--- src/rtl/mem_arbiter.sv ---
// mem_arbiter: two-port arbiter/sequencer in front of a single handshaked
// 16-bit x 9-bit-address memory. Port 0 is instruction fetch, port 1 is
// load/store data. One transaction is outstanding at a time.
//
// Ports:
//   clk, reset           rising-edge clock, async active-high reset
//   req0/req1            level requests, held until the matching done
//   rwn0/rwn1            1 = read, 0 = write
//   addr0/addr1          9-bit request addresses
//   wdata0/wdata1        16-bit write data
//   done0/done1          one-cycle completion pulses
//   rdata0/rdata1        read data, updated only on that port's read done
//   busy                 high whenever the sequencer is not idle
//   mem_start            one-cycle start strobe to the memory
//   mem_rwn              memory read/write select (from command register)
//   mem_address          memory address (from command register)
//   mem_data_in          memory write data (from command register)
//   mem_data_out         memory read data
//   mem_ready            memory idle flag (1 = idle)
//
// Build option: define MEM_ARB_RR_EN for round-robin arbitration on
// contention; otherwise port 1 has fixed priority over port 0.

module mem_arbiter (
    input  logic        clk,
    input  logic        reset,
    input  logic        req0,
    input  logic        req1,
    input  logic        rwn0,
    input  logic        rwn1,
    input  logic [8:0]  addr0,
    input  logic [8:0]  addr1,
    input  logic [15:0] wdata0,
    input  logic [15:0] wdata1,
    output logic        done0,
    output logic        done1,
    output logic [15:0] rdata0,
    output logic [15:0] rdata1,
    output logic        busy,
    output logic        mem_start,
    output logic        mem_rwn,
    output logic [8:0]  mem_address,
    output logic [15:0] mem_data_in,
    input  logic [15:0] mem_data_out,
    input  logic        mem_ready
);

    typedef enum logic [1:0] {
        ST_IDLE  = 2'd0,
        ST_ISSUE = 2'd1,
        ST_BUSY  = 2'd2,
        ST_DONE  = 2'd3
    } state_t;

    state_t      state;
    state_t      state_nxt;

    logic        cmd_rwn;
    logic [8:0]  cmd_addr;
    logic [15:0] cmd_wdata;
    logic        cmd_port;

    logic        load;
    logic        capture;
    logic        grant_port;

`ifdef MEM_ARB_RR_EN
    // Port preferred on the next contended grant; flips to the
    // loser of every grant so two persistent requesters alternate.
    logic        prio;

    always_comb begin
        grant_port = 1'b0;
        if (req0 && req1)
            grant_port = prio;
        else
            grant_port = req1;
    end

    always_ff @(posedge clk or posedge reset) begin
        if (reset)
            prio <= 1'b0;
        else if (load)
            prio <= ~grant_port;
    end
`else
    // Fixed priority: the data port wins whenever it is requesting.
    always_comb begin
        grant_port = req1;
    end
`endif

    always_comb begin
        state_nxt = state;
        load      = 1'b0;
        capture   = 1'b0;
        mem_start = 1'b0;
        done0     = 1'b0;
        done1     = 1'b0;
        unique case (state)
            ST_IDLE: begin
                if (req0 || req1) begin
                    load      = 1'b1;
                    state_nxt = ST_ISSUE;
                end
            end
            ST_ISSUE: begin
                mem_start = 1'b1;
                state_nxt = ST_BUSY;
            end
            ST_BUSY: begin
                if (mem_ready) begin
                    capture   = cmd_rwn;
                    state_nxt = ST_DONE;
                end
            end
            ST_DONE: begin
                done0     = ~cmd_port;
                done1     = cmd_port;
                state_nxt = ST_IDLE;
            end
            default: state_nxt = ST_IDLE;
        endcase
    end

    always_ff @(posedge clk or posedge reset) begin
        if (reset)
            state <= ST_IDLE;
        else
            state <= state_nxt;
    end

    always_ff @(posedge clk or posedge reset) begin
        if (reset) begin
            cmd_rwn   <= 1'b0;
            cmd_addr  <= 9'd0;
            cmd_wdata <= 16'd0;
            cmd_port  <= 1'b0;
        end else if (load) begin
            cmd_port  <= grant_port;
            cmd_rwn   <= grant_port ? rwn1   : rwn0;
            cmd_addr  <= grant_port ? addr1  : addr0;
            cmd_wdata <= grant_port ? wdata1 : wdata0;
        end
    end

    always_ff @(posedge clk or posedge reset) begin
        if (reset) begin
            rdata0 <= 16'd0;
            rdata1 <= 16'd0;
        end else if (capture) begin
            if (cmd_port)
                rdata1 <= mem_data_out;
            else
                rdata0 <= mem_data_out;
        end
    end

    assign busy        = (state != ST_IDLE);
    assign mem_rwn     = cmd_rwn;
    assign mem_address = cmd_addr;
    assign mem_data_in = cmd_wdata;

endmodule
--- config.mk ---
export PLATFORM = sky130hd
export DESIGN_NAME = mem_arbiter
export DESIGN_NICKNAME = d
export VERILOG_FILES = /design/src/rtl/mem_arbiter.sv
export SDC_FILE = /design/constraint.sdc
export NUM_CORES = 1
export LEC_CHECK = 0
export BUFFER_PORTS_ARGS = -buffer_cell sky130_fd_sc_hd__buf_2
export CAP_MARGIN = 15
export CORE_ASPECT_RATIO = 0.5
export CORE_MARGIN = 2
export CORE_UTILIZATION = 49
export DETAILED_ROUTE_END_ITERATION = 8
export GPL_TIMING_DRIVEN = 0
export HOLD_SLACK_MARGIN = 0.03
export PLACE_DENSITY = 0.85
export SLEW_MARGIN = 20
export SYNTH_ARGS = -nofsm -noshare
export SYNTH_HDL_FRONTEND = slang
export SYNTH_SLANG_ARGS = --single-unit
--- constraint.sdc ---
create_clock -name clk -period 5.2 [get_ports clk]
set_clock_uncertainty 0.2 [all_clocks]
set_input_delay 1.04 -clock clk [delete_from_list [all_inputs] [get_ports clk]]
set_output_delay 1.04 -clock clk [all_outputs]
set_load 0.01 [all_outputs]
==> reports/metrics.csv, run 1 <==
metric;value;unit
critPathKind;flop to output pin;
p_sw;747;uW
hold_slack;0.279;ns
grt_pass1_vias;2134;
crit_path_end_kind;output pin;
synth-seq-cells;61;
gp_congestion;0.769;
drtPass1Iterations;4;
cts_root_buf;clkbuf_8;
slew_viol_final;0;
syn_inst;202;
antenna_found_initial;0;
start_kind;flop;
hpwl;4530;um
wl_per_cell;14.4;um
crit_buf_inv;3;
dieArea;6180;um2
cts_inserted_buffers;9;
nets;425;
seqCellArea;1530;um2
cell_internal_pwr;1.36;mW
sw_frac_of_total;0.355;
postRouteAntennaNets;0;
finalSetupTns;0;ns
setup_violations;0;
fin_crit_sh;0.494;
grt_pass1_wl;9740;um
drc_errors;0;
grt_usage;0.210;
netlist.area_leader.share;0.563;
hold_class;flop to flop;
fillers;408;
crit_slowest_cell;dfrtp_1;
path_cells;inv_1, ha_1, inv_1, buf_2;
final_layout_size_suffix_gt1_frac;0.551;
yosysUniqueCellTypes;21;
synth_nets;280;
p_per_area;572;nW/um2
coreArea;5420;um2
grt_start_max_net_pins;62;
grt_overflow;0;
cts_resized;0;
crit_path_max_fanout;5;
cp_data_required_time;3.96;ns
slowest_delay;0.43;ns
cts_hold_buf;0;
syn_to_final_growth;35.5;%
path_clk_slew;0.07;ns
vias;2121;
timing.final.hold_violations;0;
max_slew.worst_pin.slew;0.735;ns
diodes;0;
timing.slew.headroom;0.510;
rows;19;
yosysSeqAreaShare;0.563;
p_comb_frac;0.402;
fin_crit;2.57;ns
cts_tree;done;
synth_warnings;0;
clock_sinks;61;
first_iter_violations;98;
rsz0062_at_grt;no;
syn_avg_cell_area;13.4;um2
die_w;109;um
finalWirelength;6130;um
cp.arrival;1.33;ns
cp_top_family;flip-flops;
cts_buffer_depth;2;
io_pins;135;
multi_input_area;1100;um2
postCtsSetupBuffers;0;
synth_area;2710;um2
power.share.clock;0.197;
initial_core_util;0.500;
power;2.10;mW
status;completed;
vdd_drop_max;0.255;mV
yosys-top-cells-area;dfrtp_1 56%, mux2_4 11%, mux2i_1 9.6%;
utilization;0.678;
seq_power_share;0.401;
io_buffers;134;
max_freq;0.389;GHz
h-tree-depth;3;
synth_top_area_cell;dfrtp_1;
insertion_delay;0.33;ns
cellLeakagePower;2.06;nW
crit_path_frequent_cell;inv_1;
vias_per_cell;4.99;
max_cap_viol_count;0;
chipHeight;56.6;um
-- flip-flops by register name, summed over array words and instances, names as in the netlist --
signal and flops:
state 2, cmd_port 1, rdata0 16, mem_address 9, mem_rwn 1, mem_data_in 16
rdata1 16
-- area by class of cell --
class                      count  area share
sequential                    61       0.415
multi-input combinational    126       0.299
timing repair buffer         134       0.182
clock buffer                   9      0.0337
tap                           73      0.0249
clock inverter                 7      0.0204
buffer                        10      0.0180
inverter                       5     0.00579
-- cell usage after synthesis --
cell,instances
dfrtp_1,61
nand2_1,27
mux2i_1,26
o21ai_0,26
mux2_4,20
mux2_2,13
ha_1,5
inv_1,5
buf_4,3
clkbuf_1,3
buf_2,2
buf_6,2
a21oi_1,1
a22o_1,1
and2_1,1
nand4_4,1
nand4b_4,1
nor2b_1,1
nor3b_2,1
o21ai_1,1
o32a_1,1
-- final timing paths --
kind / from / to / slack (ns) / cells after the start
max in group asynchronous: reset / mem_data_in[13]$_DFFE_PP0P_ / 3.68 / 2
max: state[0]$_DFFE_PP0P_ / busy / 2.63 / 4
min in group asynchronous: reset / rdata1[3]$_DFFE_PP0P_ / 0.62 / 2
min: mem_data_in[14]$_DFFE_PP0P_ / mem_data_in[14]$_DFFE_PP0P_ / 0.28 / 2
min reg2reg: mem_data_in[14]$_DFFE_PP0P_ / mem_data_in[14]$_DFFE_PP0P_ / 0.28 / 2
max reg2reg: state[0]$_DFFE_PP0P_ / rdata0[6]$_DFFE_PP0P_ / 3.25 / 5
-- stage by stage --
stage,instances,cell area [um2],setup WS [ns]
5_1_grt,425,3670,2.53
3_5_place_dp,409,3480,2.79
6_report,425,3670,2.63
3_3_place_gp,409,3470,1.85
2_1_floorplan,202,2710,2.45
4_1_cts,425,3670,2.63
-- placed cells by master (no fill, tap or decap), drive strengths merged, types with 5 or more instances in the layout --
master,count
inv,6
o21ai,27
mux2i,26
mux2,33
buf,141
clkinv,5
clkbuf,12
ha,5
nand2,27
dfrtp,61
-- power by group through the flow --
stage,Clock (mW),Combinational [mW],Sequential [mW]
2_1_floorplan,0,0.395,0.944
3_3_place_gp,0,0.821,0.831
3_5_place_dp,0,0.855,0.847
4_1_cts,0.427,0.859,0.841
5_1_grt,0.449,0.931,0.872
6_report,0.414,0.846,0.843
-- cell families after synthesis --
family | Yosys count | synth area share
buffers and inverters | 15 | 0.0314
multiplexers | 59 | 0.261
adder cells (fa/ha/maj) | 5 | 0.0231
AO/OA/AOI/OAI | 30 | 0.0586
AND/OR/NAND/NOR | 32 | 0.0632
flip-flops | 61 | 0.563
-- per-layer routing --
layer	up-vias	routed length, um	GRT usage
met5	-	0	0
met4	0	108	0.0940
met3	13	343	0.0581
met2	75	3280	0.378
met1	1040	2400	0.233
li1	993	-	-
-- worst reg2reg max path, cell delays in order, from the launching register on --
cell and delay, ns:
dfrtp_1 0.43, inv_1 0.13, ha_1 0.33, nand4b_4 0.23, buf_6 0.23, mux2_4 0.31
(Power assumes the default switching activity.)
==> run 2: changes to the inputs <==
--- a/config.mk
+++ b/config.mk
@@ -9,11 +9,11 @@
 export CAP_MARGIN = 15
 export CORE_ASPECT_RATIO = 0.5
 export CORE_MARGIN = 2
-export CORE_UTILIZATION = 49
+export CORE_UTILIZATION = 41
 export DETAILED_ROUTE_END_ITERATION = 8
 export GPL_TIMING_DRIVEN = 0
 export HOLD_SLACK_MARGIN = 0.03
-export PLACE_DENSITY = 0.85
+export PLACE_DENSITY = 0.76
 export SLEW_MARGIN = 20
 export SYNTH_ARGS = -nofsm -noshare
 export SYNTH_HDL_FRONTEND = slang
==> constraint.sdc (replaced) <==
create_clock -name clk -period 2.2 [get_ports clk]
set_clock_uncertainty 0.2 [all_clocks]
set_input_delay 0.44 -clock clk [delete_from_list [all_inputs] [get_ports clk]]
set_output_delay 0.44 -clock clk [all_outputs]
set_load 0.01 [all_outputs]
==> run 2 against run 1 <==
Against the previous run:
- first-iteration DRC count up 1.0%
- worst hold slack worse by 0.21 ns
- global-route usage down 3.2 points
- register-to-register slack worse by 3.0 ns
- utilization down 6.7 points
- sequential share of layout area down 1.4 points
- routed wire length up 5.5%
- critical path depth up 2
- non-clock buffer count unchanged
- die area up 18%
- via count down 2.8%
==> reports/metrics.csv, run 2 (synthesis gave the netlist of run 1 again) <==
metric;value;unit;change
timing.slew.headroom;0.505;;-0.00496
cts_root_buf;clkbuf_16;;
mostFrequentLayoutCells;136 x buf_2, 61 x dfrtp_1, 27 x nand2_1;;
cp.depth;6;;+2
crit_buf_inv;2;;-1
drtPass1Iterations;4;;unchanged
io_buffers;134;;unchanged
start_kind;flop;;
postCtsSetupBuffers;0;;unchanged
vdd_drop_max;0.575;mV;+130%
critPathKind;flop to flop;;
final_common_cell;buf_2;;
setup_violations;0;;unchanged
max_cap_viol_count;0;;unchanged
grt_start_max_net_pins;62;;unchanged
fin_ws;0.257;ns;-2.38 ns
dieArea;7320;um2;+18%
coreArea;6230;um2;+15%
hpwl;4840;um;+6.7%
clock_sinks;61;;unchanged
crit_path_end_kind;flop;;
fin_crit;1.94;ns;
cts_hold_buf;0;;unchanged
cts_tree;done;;
max_slew.worst_pin.slew;0.742;ns;+0.00745 ns
wl_met1;2670;um;+11%
p_per_area;1420;nW/um2;+150%
nets;425;;unchanged
diodes;0;;unchanged
drc_errors;0;;unchanged
syn_to_final_growth;40.4;%;
met3WireLength;288;um;-16%
rsz0062_at_grt;no;;
grt_usage;0.178;;-0.0323
first_iter_violations;99;;+1.0%
io_pins;135;;unchanged
grt_overflow;0;;unchanged
max_freq;0.515;GHz;
gp_congestion;0.710;;-7.7%
h-tree-depth;3;;unchanged
cts_buffer_depth;2;;unchanged
initial_core_util;0.435;;-0.0651
highest_layer;met4;;
slew_viol_final;0;;unchanged
vias_per_cell;4.68;;-6.1%
rr_worst_depth;6;;+1
hold_class;primary input to asynchronous set/reset pin;;
die_w;119;um;+9.0%
cp_top_family;buffers and inverters;;
cts_resized;0;;unchanged
slowest_delay;0.41;ns;-0.02 ns
pre_cts_ws;0.213;ns;-2.58 ns
vias;2061;;-2.8%
status;completed;;
power;5.42;mW;+160%
r2r_end;mem_data_in[4]$_DFFE_PP0P_;;
wl_met2;3460;um;+5.5%
chipHeight;61.5;um;+8.7%
cellLeakagePower;2.11;nW;+2.3%
grt_pass1_wl;9780;um;+0.43%
cp.arrival;1.96;ns;+0.63 ns
cts_inserted_buffers;9;;unchanged
timing.final.hold_violations;0;;unchanged
path_clk_slew;0.05;ns;-0.02 ns
postRouteAntennaNets;0;;unchanged
finalWirelength;6470;um;+5.5%
crit_path_max_fanout;10;;+5
crit_slowest_cell;dfrtp_1;;
fin_crit_sh;0.883;;
wl_per_cell;14.7;um;+1.9%
rows;20;;+1
regToRegSetupSlack;0.26;ns;-2.99 ns
final_layout_size_suffix_gt1_frac;0.548;;-0.00284
antenna_found_initial;0;;unchanged
path_cells;inv_1, ha_1, o21ai_1, clkbuf_1, nand2_1, o21ai_0;;
r2r_start;state[0]$_DFFE_PP0P_;;
utilization;0.611;;-0.0669
insertion_delay;0.31;ns;-0.02 ns
grt_pass1_vias;2052;;-3.8%
cp_data_required_time;2.22;ns;-1.74 ns
-- run 2: changes by cell type in the layout (fill, tap and decap cells not counted), sizes merged --
cell	delta
clkinv	-4
clkinvlp	+1
clkbuf	+4
inv	-1
-- run 2: power by group --
part / switching, mW / internal [mW] / leakage [nW]
registers: 0.312 / 1.68 / 0.754
logic: 0.995 / 1.00 / 1.20
clock network: 0.471 / 0.967 / 0.152
total: 1.78 / 3.64 / 2.11
-- run 2: cell type report --
type,count,area [um2]
Sequential cell,61,1530
Clock buffer,13,270
Clock inverter,3,42.5
Multi-Input combinational cell,126,1100
Fill cell,539,2420
Tap cell,88,110
Timing Repair Buffer,134,671
Buffer,10,66.3
Inverter,5,21.3
-- run 2: worst max path at each step --
stage / start / endpoint / slack, ns
global route: state[1]$_DFFE_PP0P_ / mem_data_in[4]$_DFFE_PP0P_ / 0.09
detailed placement: state[0]$_DFFE_PP0P_ / mem_address[1]$_DFFE_PP0P_ / 0.21
global placement: reset / mem_address[5]$_DFFE_PP0P_ / -0.61
finish: state[0]$_DFFE_PP0P_ / mem_data_in[4]$_DFFE_PP0P_ / 0.26
CTS: state[0]$_DFFE_PP0P_ / mem_address[1]$_DFFE_PP0P_ / 0.22
floorplan: reset / cmd_port$_DFFE_PP0P_ / 0.05
-- run 2: through the flow --
stage	area [um2]	setup TNS (ns)	hold WS, ns	instances
global route	3810	0	0.136	440
floorplan	2710	0	0.313	202
finish	3810	0	0.0664	440
global placement	3490	-37.25	0.259	424
detailed placement	3490	0	0.265	424
CTS	3810	0	0.0964	440
-- run 2: layer usage --
layer / global-route usage / vias up
met1: 0.205 / 994
met4: 0.0578 / 0
met5: 0 / -
met3: 0.0546 / 6
met2: 0.331 / 63
li1: - / 998
==> run 3: changes to the inputs <==
--- a/config.mk
+++ b/config.mk
@@ -14,6 +14,7 @@
 export GPL_TIMING_DRIVEN = 0
 export HOLD_SLACK_MARGIN = 0.03
 export PLACE_DENSITY = 0.76
+export RECOVER_POWER = 25
 export SLEW_MARGIN = 20
 export SYNTH_ARGS = -nofsm -noshare
 export SYNTH_HDL_FRONTEND = slang
==> run 3 against run 2 <==
Against the previous run:
- via count barely moved
- combinational power about the same
- sequential share of layout area hardly changed
- non-clock buffer count is the same
- fmax is the same
- count of clock-buffer cells in the layout unchanged
- largest power group unchanged
- first-iteration DRC count stayed put
- worst hold slack better by 0.10 ns
- final area hardly changed
- register-to-register slack about the same
- flip-flop and latch count did not move
==> reports/metrics.csv, run 3 (synthesis gave the netlist of run 1 again) <==
metric;value;unit;change
timing.final.hold_violations;0;;unchanged
finalSetupTns;0;ns;unchanged
antenna_found_initial;0;;unchanged
dieArea;7320;um2;unchanged
pre_cts_ws;0.213;ns;unchanged
utilization;0.611;;about the same
grt_pass1_wl;9780;um;unchanged
rsz0062_at_grt;no;;
diodes;0;;unchanged
cp_top_family;buffers and inverters;;
max_freq;0.515;GHz;unchanged
cts_inserted_buffers;9;;unchanged
final_common_cell;buf_2;;
hpwl;4840;um;unchanged
initial_core_util;0.435;;unchanged
coreArea;6230;um2;unchanged
drc_errors;0;;unchanged
nets;425;;unchanged
busiest_layer;met2;;
postRouteAntennaNets;0;;unchanged
grt_overflow;0;;unchanged
rows;20;;unchanged
crit_path_max_fanout;10;;unchanged
cell_internal_pwr;3.64;mW;about the same
cts_root_buf;clkbuf_16;;
crit_slowest_cell;dfrtp_1;;
max_cap_viol_count;0;;unchanged
io_pins;135;;unchanged
max_slew.worst_pin.slew;1.27;ns;+0.524 ns
p_comb_frac;0.368;;about the same
power.share.clock;0.265;;about the same
cts_resized;0;;unchanged
path_cells;inv_1, ha_1, o21ai_1, clkbuf_1, nand2_1, o21ai_0;;
fin_crit;1.94;ns;unchanged
hold_slack;0.171;ns;+0.105 ns
hold_class;primary input to flop;;
grt_usage;0.178;;unchanged
postCtsSetupBuffers;0;;unchanged
vdd_drop_max;0.575;mV;about the same
final_layout_size_suffix_gt1_frac;0.548;;unchanged
gp_congestion;0.710;;unchanged
fin_ws;0.257;ns;unchanged
crit_buf_inv;2;;unchanged
h-tree-depth;3;;unchanged
vias_per_cell;4.68;;about the same
fin_area;3800;um2;about the same
fin_cells;440;;unchanged
die_w;119;um;unchanged
cellLeakagePower;2.11;nW;about the same
chipHeight;61.5;um;unchanged
cts_tree;done;;
vias;2059;;-0.097%
grt_pass1_vias;2052;;unchanged
power;5.42;mW;about the same
use_met3;0.0546;;unchanged
insertion_delay;0.31;ns;about the same
dp_cells;424;;unchanged
grt_use_met2;0.331;;unchanged
mostFrequentLayoutCells;136 x buf_2, 61 x dfrtp_1, 27 x nand2_1;;
sw_frac_of_total;0.328;;about the same
crit_path_end_kind;flop;;
cp.arrival;1.96;ns;about the same
slowest_delay;0.41;ns;about the same
grt_start_max_net_pins;62;;unchanged
seq_power_share;0.367;;about the same
status;completed;;
slew_viol_final;0;;unchanged
cts_hold_buf;0;;unchanged
cts_buffer_depth;2;;unchanged
p_per_area;1420;nW/um2;about the same
clock_sinks;61;;unchanged
start_kind;flop;;
p_sw;1.78;mW;about the same
finalWirelength;6470;um;about the same
cp_data_required_time;2.22;ns;about the same
use_met1;0.205;;unchanged
syn_to_final_growth;40.3;%;about the same
drtPass1Iterations;4;;unchanged
wl_per_cell;14.7;um;about the same
io_buffers;134;;unchanged
critPathKind;flop to flop;;
timing.slew.headroom;0.155;;-0.350
first_iter_violations;99;;unchanged
path_clk_slew;0.05;ns;about the same
setup_violations;0;;unchanged
fin_crit_sh;0.883;;unchanged
place_area;3490;um2;unchanged
==> run 3: cell types whose count changed in the layout (fill, tap and decap cells not counted) <==
cell / delta
inv_2: +1
inv_4: -1
==> run 3: power groups by stage <==
stage | combinational, mW | sequential [mW] | clock, mW
2_1_floorplan | 0.933 | 2.23 | 0
3_3_place_gp | 1.96 | 1.97 | 0
3_5_place_dp | 2.03 | 2.00 | 0
4_1_cts | 2.04 | 1.99 | 1.46
5_1_grt | 2.18 | 2.06 | 1.53
6_report | 2.00 | 1.99 | 1.44
==> run 3: worst paths after layout <==
path                                                   from                           to  slack, ns  cells past startpoint
worst max-delay path                   state[0]$_DFFE_PP0P_   mem_data_in[4]$_DFFE_PP0P_       0.26                      6
worst min-delay path                        mem_data_out[5]        rdata0[5]$_DFFE_PP0P_       0.17                      2
worst max register to register         state[0]$_DFFE_PP0P_   mem_data_in[4]$_DFFE_PP0P_       0.26                      6
worst min register to register  mem_data_in[13]$_DFFE_PP0P_  mem_data_in[13]$_DFFE_PP0P_       0.27                      2
max in group asynchronous                             reset        rdata0[9]$_DFFE_PP0P_       0.76                      2
min in group asynchronous                             reset        rdata0[7]$_DFFE_PP0P_       0.28                      2
==> run 3: cell type report <==
type,instances,area [um2]
Buffer,10,66.3
Tap cell,88,110
Fill cell,540,2430
Clock buffer,13,270
Multi-Input combinational cell,126,1100
Sequential cell,61,1530
Timing Repair Buffer,134,671
Inverter,5,18.8
Clock inverter,3,42.5
==> run 3: metal layers <==
metal / vias to the layer above / wire length, um
met1: 993 / 2670
met5: - / 0
li1: 997 / -
met2: 63 / 3460
met3: 6 / 288
met4: 0 / 52
